==> src/rtl/demux_stream_1xn_if.sv <==
// -----------------------------------------------------------------------------
// demux_stream_1xn_if
// Stream bundle between one producer, the 1-to-N demux and N consumers.
//
// Handshake (both sides): a word moves on a rising edge where valid and ready
// are both high. A source that raises valid holds valid and data until that
// edge. ready may be computed from the sink's state, but never from valid.
//
// Signals:
//   i_valid/i_ready/i_data/i_sel : producer -> demux input stream
//   i_bcast                      : broadcast request (only with DEMUX_BCAST_EN)
//   o_valid/o_ready/o_data       : demux -> N consumers, channel k at
//                                  o_data[k*DW +: DW]
// Modports:
//   slave  : the demux side
//   master : the environment side (producer and consumers)
// Optional feature macro: DEMUX_BCAST_EN
// -----------------------------------------------------------------------------
interface demux_stream_1xn_if #(
    parameter int DW = 8,
    parameter int N  = 4,
    parameter int SW = 2
);
    logic            i_valid;
    logic            i_ready;
    logic [DW-1:0]   i_data;
    logic [SW-1:0]   i_sel;
`ifdef DEMUX_BCAST_EN
    logic            i_bcast;
`endif
    logic [N-1:0]    o_valid;
    logic [N-1:0]    o_ready;
    logic [N*DW-1:0] o_data;

`ifdef DEMUX_BCAST_EN
    modport slave  (input  i_valid, i_data, i_sel, i_bcast, o_ready,
                    output i_ready, o_valid, o_data);
    modport master (output i_valid, i_data, i_sel, i_bcast, o_ready,
                    input  i_ready, o_valid, o_data);
`else
    modport slave  (input  i_valid, i_data, i_sel, o_ready,
                    output i_ready, o_valid, o_data);
    modport master (output i_valid, i_data, i_sel, o_ready,
                    input  i_ready, o_valid, o_data);
`endif
endinterface

==> src/rtl/demux_stream_1xn.sv <==
// -----------------------------------------------------------------------------
// demux_stream_1xn
// Registered 1-to-N stream demultiplexer. Each accepted input word is routed
// to the channel chosen by i_sel and held in that channel's one-entry
// register until its consumer takes it. Out-of-range selects are accepted,
// dropped, flagged on err one cycle later and counted in drop_cnt.
//
// Parameters: DW data width, N channels (2..16), SW select width (N <= 2**SW)
// Ports:
//   clk        : clock, rising edge
//   rst        : synchronous active-high reset
//   bus        : demux_stream_1xn_if.slave (input stream + N output streams)
//   err        : one-cycle pulse per dropped word
//   drop_cnt   : saturating (255) count of dropped words
//   dbg_state  : per-channel FSM state, bit k = 1 when channel k is FULL
// Optional feature macro: DEMUX_BCAST_EN adds bus.i_bcast; a broadcast word
// waits until every channel can take it, then loads all channels at once.
// -----------------------------------------------------------------------------
module demux_stream_1xn #(
    parameter int DW = 8,
    parameter int N  = 4,
    parameter int SW = 2
) (
    input  logic                     clk,
    input  logic                     rst,
    demux_stream_1xn_if.slave        bus,
    output logic                     err,
    output logic [7:0]               drop_cnt,
    output logic [N-1:0]             dbg_state
);

    typedef enum logic {
        EMPTY = 1'b0,
        FULL  = 1'b1
    } ch_state_t;

    ch_state_t     state_q [N];
    ch_state_t     state_d [N];
    logic [DW-1:0] data_q  [N];
    logic [DW-1:0] data_d  [N];
    logic          err_q,      err_d;
    logic [7:0]    drop_cnt_q, drop_cnt_d;

    logic [N-1:0]  can_take;
    logic          sel_in_range;
    logic          sel_take;
    logic          bcast;
    logic          accept;

    // Extra bit keeps the range compare correct when N == 2**SW.
    assign sel_in_range = ({1'b0, bus.i_sel} < (SW+1)'(N));

`ifdef DEMUX_BCAST_EN
    assign bcast = bus.i_bcast;
`else
    assign bcast = 1'b0;
`endif

    // A channel can take a word when empty, or when full and draining now.
    always_comb begin
        for (int k = 0; k < N; k++) begin
            can_take[k] = (state_q[k] == EMPTY) || bus.o_ready[k];
        end
    end

    // Out-of-range selects look ready so the dropped word never stalls.
    always_comb begin
        sel_take = 1'b1;
        for (int k = 0; k < N; k++) begin
            if (bus.i_sel == SW'(k)) begin
                sel_take = can_take[k];
            end
        end
    end

    always_comb begin
        if (bcast) begin
            bus.i_ready = &can_take;
        end else begin
            bus.i_ready = sel_take;
        end
    end

    assign accept = bus.i_valid && bus.i_ready;

    // Next-state: load wins over drain, which gives drain-and-refill with no
    // bubble; a drain alone empties the channel but keeps the data register.
    always_comb begin
        for (int k = 0; k < N; k++) begin
            state_d[k] = state_q[k];
            data_d[k]  = data_q[k];
            if (accept && (bcast || (sel_in_range && (bus.i_sel == SW'(k))))) begin
                state_d[k] = FULL;
                data_d[k]  = bus.i_data;
            end else if ((state_q[k] == FULL) && bus.o_ready[k]) begin
                state_d[k] = EMPTY;
            end
        end
    end

    always_comb begin
        err_d      = 1'b0;
        drop_cnt_d = drop_cnt_q;
        if (accept && !bcast && !sel_in_range) begin
            err_d = 1'b1;
            if (drop_cnt_q != 8'hFF) begin
                drop_cnt_d = drop_cnt_q + 8'd1;
            end
        end
    end

    always_ff @(posedge clk) begin
        if (rst) begin
            for (int k = 0; k < N; k++) begin
                state_q[k] <= EMPTY;
                data_q[k]  <= '0;
            end
            err_q      <= 1'b0;
            drop_cnt_q <= 8'd0;
        end else begin
            for (int k = 0; k < N; k++) begin
                state_q[k] <= state_d[k];
                data_q[k]  <= data_d[k];
            end
            err_q      <= err_d;
            drop_cnt_q <= drop_cnt_d;
        end
    end

    always_comb begin
        for (int k = 0; k < N; k++) begin
            bus.o_valid[k]            = (state_q[k] == FULL);
            dbg_state[k]              = (state_q[k] == FULL);
            bus.o_data[k*DW +: DW]    = data_q[k];
        end
    end

    assign err      = err_q;
    assign drop_cnt = drop_cnt_q;

endmodule
==> src/flat_wrapper.sv <==
// flat-port wrapper written by rule: the top's interface ports become plain ports
module demux_stream_1xn_flat 
#(
    parameter int DW = 8,
    parameter int N  = 4,
    parameter int SW = 2
)
  (clk, rst, err, drop_cnt, dbg_state, bus_i_valid, bus_i_data, bus_i_sel, bus_o_ready, bus_i_ready, bus_o_valid, bus_o_data);
  demux_stream_1xn_if #(.DW(DW), .N(N), .SW(SW)) bus_i ();
  input  logic clk;
  input  logic rst;
  output logic err;
  output logic [7:0] drop_cnt;
  output logic [N-1:0] dbg_state;
  input wire logic [$bits(bus_i.i_valid)-1:0] bus_i_valid;
  input wire logic [$bits(bus_i.i_data)-1:0] bus_i_data;
  input wire logic [$bits(bus_i.i_sel)-1:0] bus_i_sel;
  input wire logic [$bits(bus_i.o_ready)-1:0] bus_o_ready;
  output wire logic [$bits(bus_i.i_ready)-1:0] bus_i_ready;
  output wire logic [$bits(bus_i.o_valid)-1:0] bus_o_valid;
  output wire logic [$bits(bus_i.o_data)-1:0] bus_o_data;
  assign bus_i.i_valid = bus_i_valid;
  assign bus_i.i_data = bus_i_data;
  assign bus_i.i_sel = bus_i_sel;
  assign bus_i.o_ready = bus_o_ready;
  assign bus_i_ready = bus_i.i_ready;
  assign bus_o_valid = bus_i.o_valid;
  assign bus_o_data = bus_i.o_data;
  demux_stream_1xn #(.DW(DW), .N(N), .SW(SW)) u_core (.clk(clk), .rst(rst), .bus(bus_i), .err(err), .drop_cnt(drop_cnt), .dbg_state(dbg_state));
endmodule
==> config.mk <==
export PLATFORM = sky130hd
export DESIGN_NAME = demux_stream_1xn_flat
export DESIGN_NICKNAME = d
export VERILOG_FILES = /design/src/rtl/demux_stream_1xn_if.sv /design/src/rtl/demux_stream_1xn.sv /design/src/flat_wrapper.sv
export SDC_FILE = /design/constraint.sdc
export NUM_CORES = 1
export LEC_CHECK = 0
export ABC_CLOCK_PERIOD_IN_PS = 3000
export CAP_MARGIN = 20
export CORE_MARGIN = 3
export CORE_UTILIZATION = 40
export DETAILED_ROUTE_END_ITERATION = 8
export PLACE_DENSITY = 0.76
export SYNTH_ARGS = -nofsm -noshare
export SYNTH_HDL_FRONTEND = slang
export SYNTH_SLANG_ARGS = --single-unit
export TNS_END_PERCENT = 100
==> constraint.sdc <==
create_clock -name clk -period 3 [get_ports clk]
set_clock_uncertainty 0.2 [all_clocks]
set_input_delay 0.45 -clock clk [delete_from_list [all_inputs] [get_ports clk]]
set_output_delay 0.45 -clock clk [all_outputs]
set_load 0.01 [all_outputs]
==> After elaboration in Yosys (flattened, before gate mapping) <==
Memories as Yosys holds them, arrays and structs flattened.
Cells that the tools add are included.
Widths: inputs -> output; s select.
{ "totals": {"ramBits": 36, "mem_count": 2, "wordCells": 58, "ff_bits": 0} }
{ "memory_table": {"columns": ["name", "words", "word_bits", "read_ports", "rd_ports_with_merged_regs", "wr", "line_no", "source"], "rows": [
  ["u_core.data_q", 4, 8, 4, 0, 4, "demux_stream_1xn.sv:39", "logic [DW-1:0] data_q [N];"],
  ["u_core.state_q", 4, 1, 4, 0, 4, "demux_stream_1xn.sv:37", "ch_state_t state_q [N];"]
]} }
{ "op_classes": {"mux": 27, "reduce_logical": 14, "eq_ne": 3, "bitwise": 12} }
{ "ops": {"columns": ["op", "count"], "rows": [
  ["$mux 8", 8],
  ["$mux 1", 19],
  ["$logic_and 1x1->1", 9],
  ["$or 1x1->1", 8],
  ["$eq 2x2->1 const B", 2],
  ["$logic_or 1x1->1", 4],
  ["$not 1->1", 4],
  ["$eq 2x1->1 const B", 1],
  ["$logic_not 2->1", 1]
]} }

==> Depth between registers and ports, before layout <==
Gate-level depths: netlist of the first run.
An unclocked memory read counts as a cell.
{ "logic_depth": {"depth_word": 11, "ltp_mapped": 4, "mapped_depth_nobuf": 3} }

==> Worst setup path before layout of the first run <==
Ideal clock, no wire load.
{ "synth_path": {"kind": "input-to-output", "startpoint": "input bus_o_ready[0]", "endpoint": "output bus_i_ready", "n_path_buf": 0, "arrival_time_ns": 1.131, "path_stages": 2, "required_ns": 2.350, "slack_ns": 1.219, "path_cell_list": "nand2b_1 > mux4_2"} }
{ "synth_between": {"elab_chain_cells": 5} }
{ "synth_lines": {"columns": ["item", "line_no", "source"], "rows": [
  ["start, declared", "flat_wrapper.sv:18", "input wire logic [$bits(bus_i.o_ready)-1:0] bus_o_ready;"],
  ["$logic_or 1x1->1", "demux_stream_1xn.sv:62", "can_take[k] = (state_q[k] == EMPTY) || bus.o_ready[k];"],
  ["$mux 1 (4 in series)", "demux_stream_1xn.sv:70", "if (bus.i_sel == SW'(k)) begin"],
  ["end, declared", "flat_wrapper.sv:19", "output wire logic [$bits(bus_i.i_ready)-1:0] bus_i_ready;"]
]} }
Every way passes these cells.

==> Worst setup path after layout of the first run <==
{ "layout_path": {"startpoint": "input bus_i_sel[1]", "endpoint": "output bus_i_ready"} }
{ "layout_between": {"elab_chain_cells": 5, "word_cells_on_any_way": 8} }
{ "layout_lines": {"columns": ["item", "line_no", "source"], "rows": [
  ["start, declared", "flat_wrapper.sv:17", "input wire logic [$bits(bus_i.i_sel)-1:0] bus_i_sel;"],
  ["$logic_not 2->1", "demux_stream_1xn.sv:70", null],
  ["$mux 1 (3 in series)", "demux_stream_1xn.sv:70", null],
  ["$mux 1 *", "demux_stream_1xn.sv:70", null]
]} }
Mark *: on every way between the ends. The rest lies on a longest branch, timed or not.

==> results.json, run 1 <==
{
  "core_mm2": 0.00377,
  "drv_slew": 0,
  "drc_errors": 0,
  "core.rowCount": 22,
  "port-buffer-count": 57,
  "worst_pin_slew_ns": 0.505,
  "drive_gt1_share_pct": 4.46,
  "final-instance-count-excl-fill": 250,
  "post_cts_buffers": 0,
  "cts_htree_levels": 2,
  "power.density_mw_per_mm2": 449,
  "ir_drop_mv": 0.260,
  "cts_buffers": 5,
  "gp_congestion": 0.793,
  "cap_violations": 0,
  "tns_ns": 0,
  "die-area_mm2": 0.00482,
  "slew_headroom_pct": 66.3,
  "numClockSinks": 36,
  "syn_to_final_growth_pct": 36.5,
  "clk_pin_slew_ns": 0.06,
  "num_vias": 1145,
  "nets": 218,
  "yosys.cell_types.count": 19,
  "drt_iter0_drc": 32,
  "holdPathStages": 2,
  "wirelength_mm": 3.39,
  "grt_pass1_vias": 1170,
  "hpwl_mm": 2.55,
  "status": "finished clean",
  "crit_type": "input pin to output port",
  "wl_per_cell_um": 13.5,
  "r2r_setup_slack_ns": 1.47,
  "cts_buffer_depth": 2,
  "yosysWarnings": 0,
  "crit_required_ns": 2.35,
  "cts.repair.resized": 0,
  "syn_area_mm2": 0.00161,
  "hp-start": "u_core.data_q[0][0]$_SDFFE_PP0P_",
  "start_util_pct": 42.7,
  "rsz0062_at_grt": "no",
  "ys_ff_latch": 36,
  "leakagePower_nw": 0.932,
  "antenna_cells": 0,
  "period_minus_slack_ns": 2.71,
  "hold_end": "u_core.data_q[0][0]$_SDFFE_PP0P_",
  "setup_violations": 0,
  "synth-xor-area-share_pct": 0,
  "r2r_start": "u_core.state_q[1]$_SDFF_PP0_",
  "cp-end-kind": "output port",
  "grt_start_max_net_pins": 29,
  "antenna_found_initial": 0,
  "die_x_um": 69.4,
  "grt-ovfl-total": 0,
  "r2r_cells": 3,
  "crit_path_start_kind": "input pin",
  "synth-compound-area-share_pct": 1.40,
  "max_freq_mhz": 369,
  "synth-simple-area-share_pct": 21.7,
  "finalCritPeriodShare_pct": 90.3,
  "die-height_um": 69.4,
  "cp.arrival_ns": 2.06,
  "finalHoldViolations": 0,
  "placed_cells": 242,
  "cts_tree": "done",
  "synthAdderAreaFrac_pct": 0,
  "r2r_end": "u_core.data_q[0][9]$_SDFFE_PP0P_",
  "grt_pass1_wl_mm": 5.51,
  "hold_class": "register to register",
  "crit_fanout": 7,
  "clk_latency_ns": 0.28,
  "hold_buffers": 0,
  "muxShareOfSynthArea_pct": 21.3,
  "clk_root_buffer_cell": "clkbuf_8",
  "synth_top_family_by_area": "simple AND/OR/NAND/NOR gates",
  "first_pass_iters": 3,
  "io_pins": 67,
  "postSynthCellCount": 154,
  "drtAntennaViolNets": 0,
  "grt_use_total_pct": 14.4,
  "viasPerCell": 4.58,
  "whs_ns": 0.279,
  "finalPower_mw": 0.987,
  "synth.avg_cell_area_um2": 10.4,
  "ys_seq_area_share_pct": 44.8
}
==> final cells by class <==
| type | instances | area, um^2 |
|---|---|---|
| fill | 323 | 1570 |
| multi-input combinational | 100 | 748 |
| sequential | 36 | 721 |
| timing repair buffer | 58 | 578 |
| clock buffer | 8 | 90.1 |
| tap | 48 | 60.1 |
==> registers in the layout (all words and copies together) (netlist names) <==
signal,count
u_core.state_q,4
u_core.data_q,32
==> Yosys cell counts <==
master / count / area share [%]
and4_1: 1 / 0.54
mux4_2: 1 / 1.4
conb_1: 1 / 0.23
mux2i_1: 32 / 20
or3b_1: 2 / 1.1
o21a_1: 1 / 0.47
clkbuf_1: 7 / 1.6
nand3b_1: 1 / 0.47
nor2b_1: 1 / 0.39
nand2b_1: 45 / 17
nand2_1: 1 / 0.23
nor2_1: 1 / 0.23
a21oi_1: 3 / 0.93
buf_2: 1 / 0.31
dfxtp_1: 36 / 45
buf_6: 1 / 0.70
nand2b_4: 1 / 0.86
nand4_1: 1 / 0.39
buf_4: 17 / 7.9
==> per-layer routing <==
layer / routed length, um / track usage, % / vias to the layer above
met4: 26 / 3.90 / 0
met1: 1530 / 17.0 / 519
li1: - / - / 577
met5: 0 / 0 / -
met3: 258 / 6.81 / 5
met2: 1570 / 23.5 / 44
==> worst max path at each step <==
| stage | startpoint | end | slack, ns | depth (start not counted) |
|---|---|---|---|---|
| 2_1_floorplan | bus_o_ready[0] | bus_i_ready | 1.22 | 2 |
| 3_3_place_gp | bus_i_sel[1] | bus_i_ready | 0.32 | 3 |
| 3_5_place_dp | bus_i_sel[1] | bus_i_ready | 0.28 | 3 |
| 4_1_cts | bus_i_sel[1] | bus_i_ready | 0.28 | 3 |
| 5_1_grt | bus_i_sel[1] | bus_i_ready | 0.25 | 3 |
| 6_report | bus_i_sel[1] | bus_i_ready | 0.29 | 3 |
==> worst max-delay path: stages <==
cell and delay [ns]:
clkdlybuf4s50_1 0.58, mux4_2 0.53, clkdlybuf4s50_1 0.49
==> cell usage in the layout, fill, tap and decap left out <==
cell             count
a21oi_1              3
and4_1               1
buf_4                1
clkbuf_1             2
clkbuf_8             6
clkdlybuf4s50_1     57
conb_1               9
dfxtp_1             36
mux2i_1             32
mux4_2               1
nand2_1              1
nand2b_1            45
nand2b_4             1
nand3b_1             1
nand4_1              1
nor2_1               1
nor2b_1              1
o21a_1               1
or3b_1               2
==> per-stage QoR <==
stage          setup WS, ns  cell area (um^2)  utilization, %
6_report              0.292              2200            58.3
5_1_grt               0.247              2200            58.3
4_1_cts               0.280              2200            58.3
3_5_place_dp          0.284              2110            55.9
3_3_place_gp          0.319              2110            55.9
2_1_floorplan          1.22              1640               -
==> power breakdown <==
group	total, mW	switching [mW]	internal, mW
logic	0.135	0.0570	0.0779
registers	0.505	0.00959	0.495
clock network	0.347	0.160	0.187
total	0.987	0.227	0.760
==> logic make-up (layout without fill, tap and decap cells) <==
kind of cell	count (synthesis)	count (layout)
AND/OR/NAND/NOR	54	54
flip-flops	36	36
multiplexers	33	33
buffers and inverters	26	66
AO/OA/AOI/OAI	4	4
other	1	9
Note: power is estimated with default switching activity, not from simulation.
==> run 2: changes to the inputs <==
PLACE_DENSITY = 0.74   (was 0.76)
==> run 2 against run 1 <==
Effect of this change: via count up 2.8%; sequential cell count unchanged; clock power is essentially flat; power about the same; fmax about the same; core utilization grew 0.20 points; non-clock buffer count is 1 higher; hold slack worse by 0.0029 ns; sequential share of layout area down 0.11 points; sequential power barely moved; combinational power is essentially flat; critical endpoint unchanged; largest cell class unchanged.
==> results.json, run 2 (synthesis gave the netlist of run 1 again) <==
{
  "status": "finished clean",
  "first_pass_iters": 4,
  "max_freq_mhz": 370,
  "path_cells": "clkdlybuf4s50_1 > mux4_2 > clkdlybuf4s50_1",
  "grt_start_max_net_pins": 32,
  "met1_length_mm": 1.41,
  "cp_common_cell": "clkdlybuf4s50_1",
  "grt-ovfl-total": 0,
  "clk_pin_slew_ns": 0.06,
  "p_int_mw": 0.761,
  "syn_to_final_growth_pct": 37.0,
  "switchingPower_mw": 0.225,
  "antenna_found_initial": 0,
  "cts_htree_levels": 2,
  "switching_share_pct": 22.8,
  "viasPerCell": 4.69,
  "gp_congestion": 0.732,
  "die-height_um": 69.4,
  "slew_headroom_pct": 47.5,
  "cts.repair.resized": 0,
  "drive_gt1_share_pct": 4.93,
  "cts_buffer_depth": 2,
  "die-area_mm2": 0.00482,
  "cp.arrival_ns": 2.06,
  "core_mm2": 0.00377,
  "finalPower_mw": 0.986,
  "top_regs": "u_core.data_q x32, u_core.state_q x4",
  "die_x_um": 69.4,
  "ir_drop_mv": 0.271,
  "clk_latency_ns": 0.28,
  "grt_pass1_vias": 1156,
  "combPwrFrac_pct": 13.8,
  "slowest_stage": "clkdlybuf4s50_1",
  "setup_ws_ns": 0.294,
  "drt_iter0_drc": 61,
  "period_minus_slack_ns": 2.71,
  "met3_length_um": 273,
  "leakagePower_nw": 0.937,
  "crit_path_start_kind": "input pin",
  "utilization_pct": 58.5,
  "rsz0062_at_grt": "no",
  "critical_path.max_stage_delay_ns": 0.59,
  "cap_violations": 0,
  "finalHoldViolations": 0,
  "final-instance-count-excl-fill": 251,
  "num_vias": 1177,
  "largest_register_ffs": 32,
  "port-buffer-count": 57,
  "drc_errors": 0,
  "crit_required_ns": 2.35,
  "nets": 219,
  "crit_fanout": 7,
  "grt_pass1_wl_mm": 5.48,
  "numClockSinks": 36,
  "cp-end-kind": "output port",
  "grt_use_total_pct": 14.1,
  "wl_per_cell_um": 13.6,
  "clk_root_buffer_cell": "clkbuf_8",
  "hpwl_mm": 2.56,
  "drtAntennaViolNets": 0,
  "crit_type": "input pin to output port",
  "antenna_cells": 0,
  "routed-wl-met2_mm": 1.67,
  "setup_violations": 0,
  "path_buf_inv": 2,
  "core.rowCount": 22,
  "cts_buffers": 5,
  "placed_cells": 243,
  "r2r_setup_slack_ns": 1.48,
  "cts_tree": "done",
  "start_util_pct": 42.7,
  "mostFrequentLayoutCell": "clkdlybuf4s50_1",
  "layout_common_cells": "57 x clkdlybuf4s50_1, 45 x nand2b_1, 36 x dfxtp_1",
  "worst_pin_slew_ns": 0.786,
  "io_pins": 67,
  "place_ws_ns": 0.297,
  "hold_class": "register to register",
  "hold_buffers": 0,
  "post_cts_buffers": 0,
  "routed.top_layer": "met4",
  "finalCritPeriodShare_pct": 90.2,
  "power.density_mw_per_mm2": 447,
  "clkPwrFrac_pct": 35.0,
  "drv_slew": 0,
  "tns_ns": 0,
  "p_seq_share_pct": 51.2,
  "cpLargestDelayFamily": "buffers and inverters",
  "top_register": "u_core.data_q",
  "wirelength_mm": 3.41
}
-- run 2: changes by cell type in the layout (fill, tap and decap cells not counted), sizes merged --
cell	change
buf	+1
-- run 2: final timing paths --
check             cells after the start                                end                         startpoint
setup / recovery                      3                        bus_i_ready                       bus_i_sel[1]
hold / removal                        2  u_core.data_q[0][25]$_SDFFE_PP0P_  u_core.data_q[0][25]$_SDFFE_PP0P_
setup reg to reg                      3  u_core.data_q[0][13]$_SDFFE_PP0P_       u_core.state_q[1]$_SDFF_PP0_
hold reg to reg                       2  u_core.data_q[0][25]$_SDFFE_PP0P_  u_core.data_q[0][25]$_SDFFE_PP0P_
-- run 2: area by class of cell --
type                    count  area, um^2
clock buffers               8        90.1
fillers                   315        1570
multi-input cells         100         748
flip-flops and latches     36         721
well taps                  48        60.1
repair buffers             59         586
-- run 2: layer usage --
metal  GRT usage [%]  up-vias
met5               0        -
met2            23.6       50
met4            5.86        0
met1            16.5      551
li1                -      571
met3            4.64        5
-- run 2: power groups by stage --
stage	Clock [mW]	Combinational, mW	Sequential, mW
global route	0.378	0.145	0.507
global placement	0	0.135	0.515
CTS	0.355	0.138	0.505
detailed placement	0	0.137	0.516
floorplan	0	0.0726	0.521
finish	0.345	0.136	0.505
-- run 2: tightest hold or removal path: cells and delay by family (launching register included) --
family	cells	cell delay, ns
mux	1	0.06
simple gates	1	0.06
flops	1	0.31
-- run 2: stage by stage --
stage	hold slack (ns)	cell area [um^2]
after global routing	0.295	2200
after floorplan	0.293	1640
final	0.276	2200
after CTS	0.280	2200
after detailed placement	0.269	2110
after global placement	0.258	2110
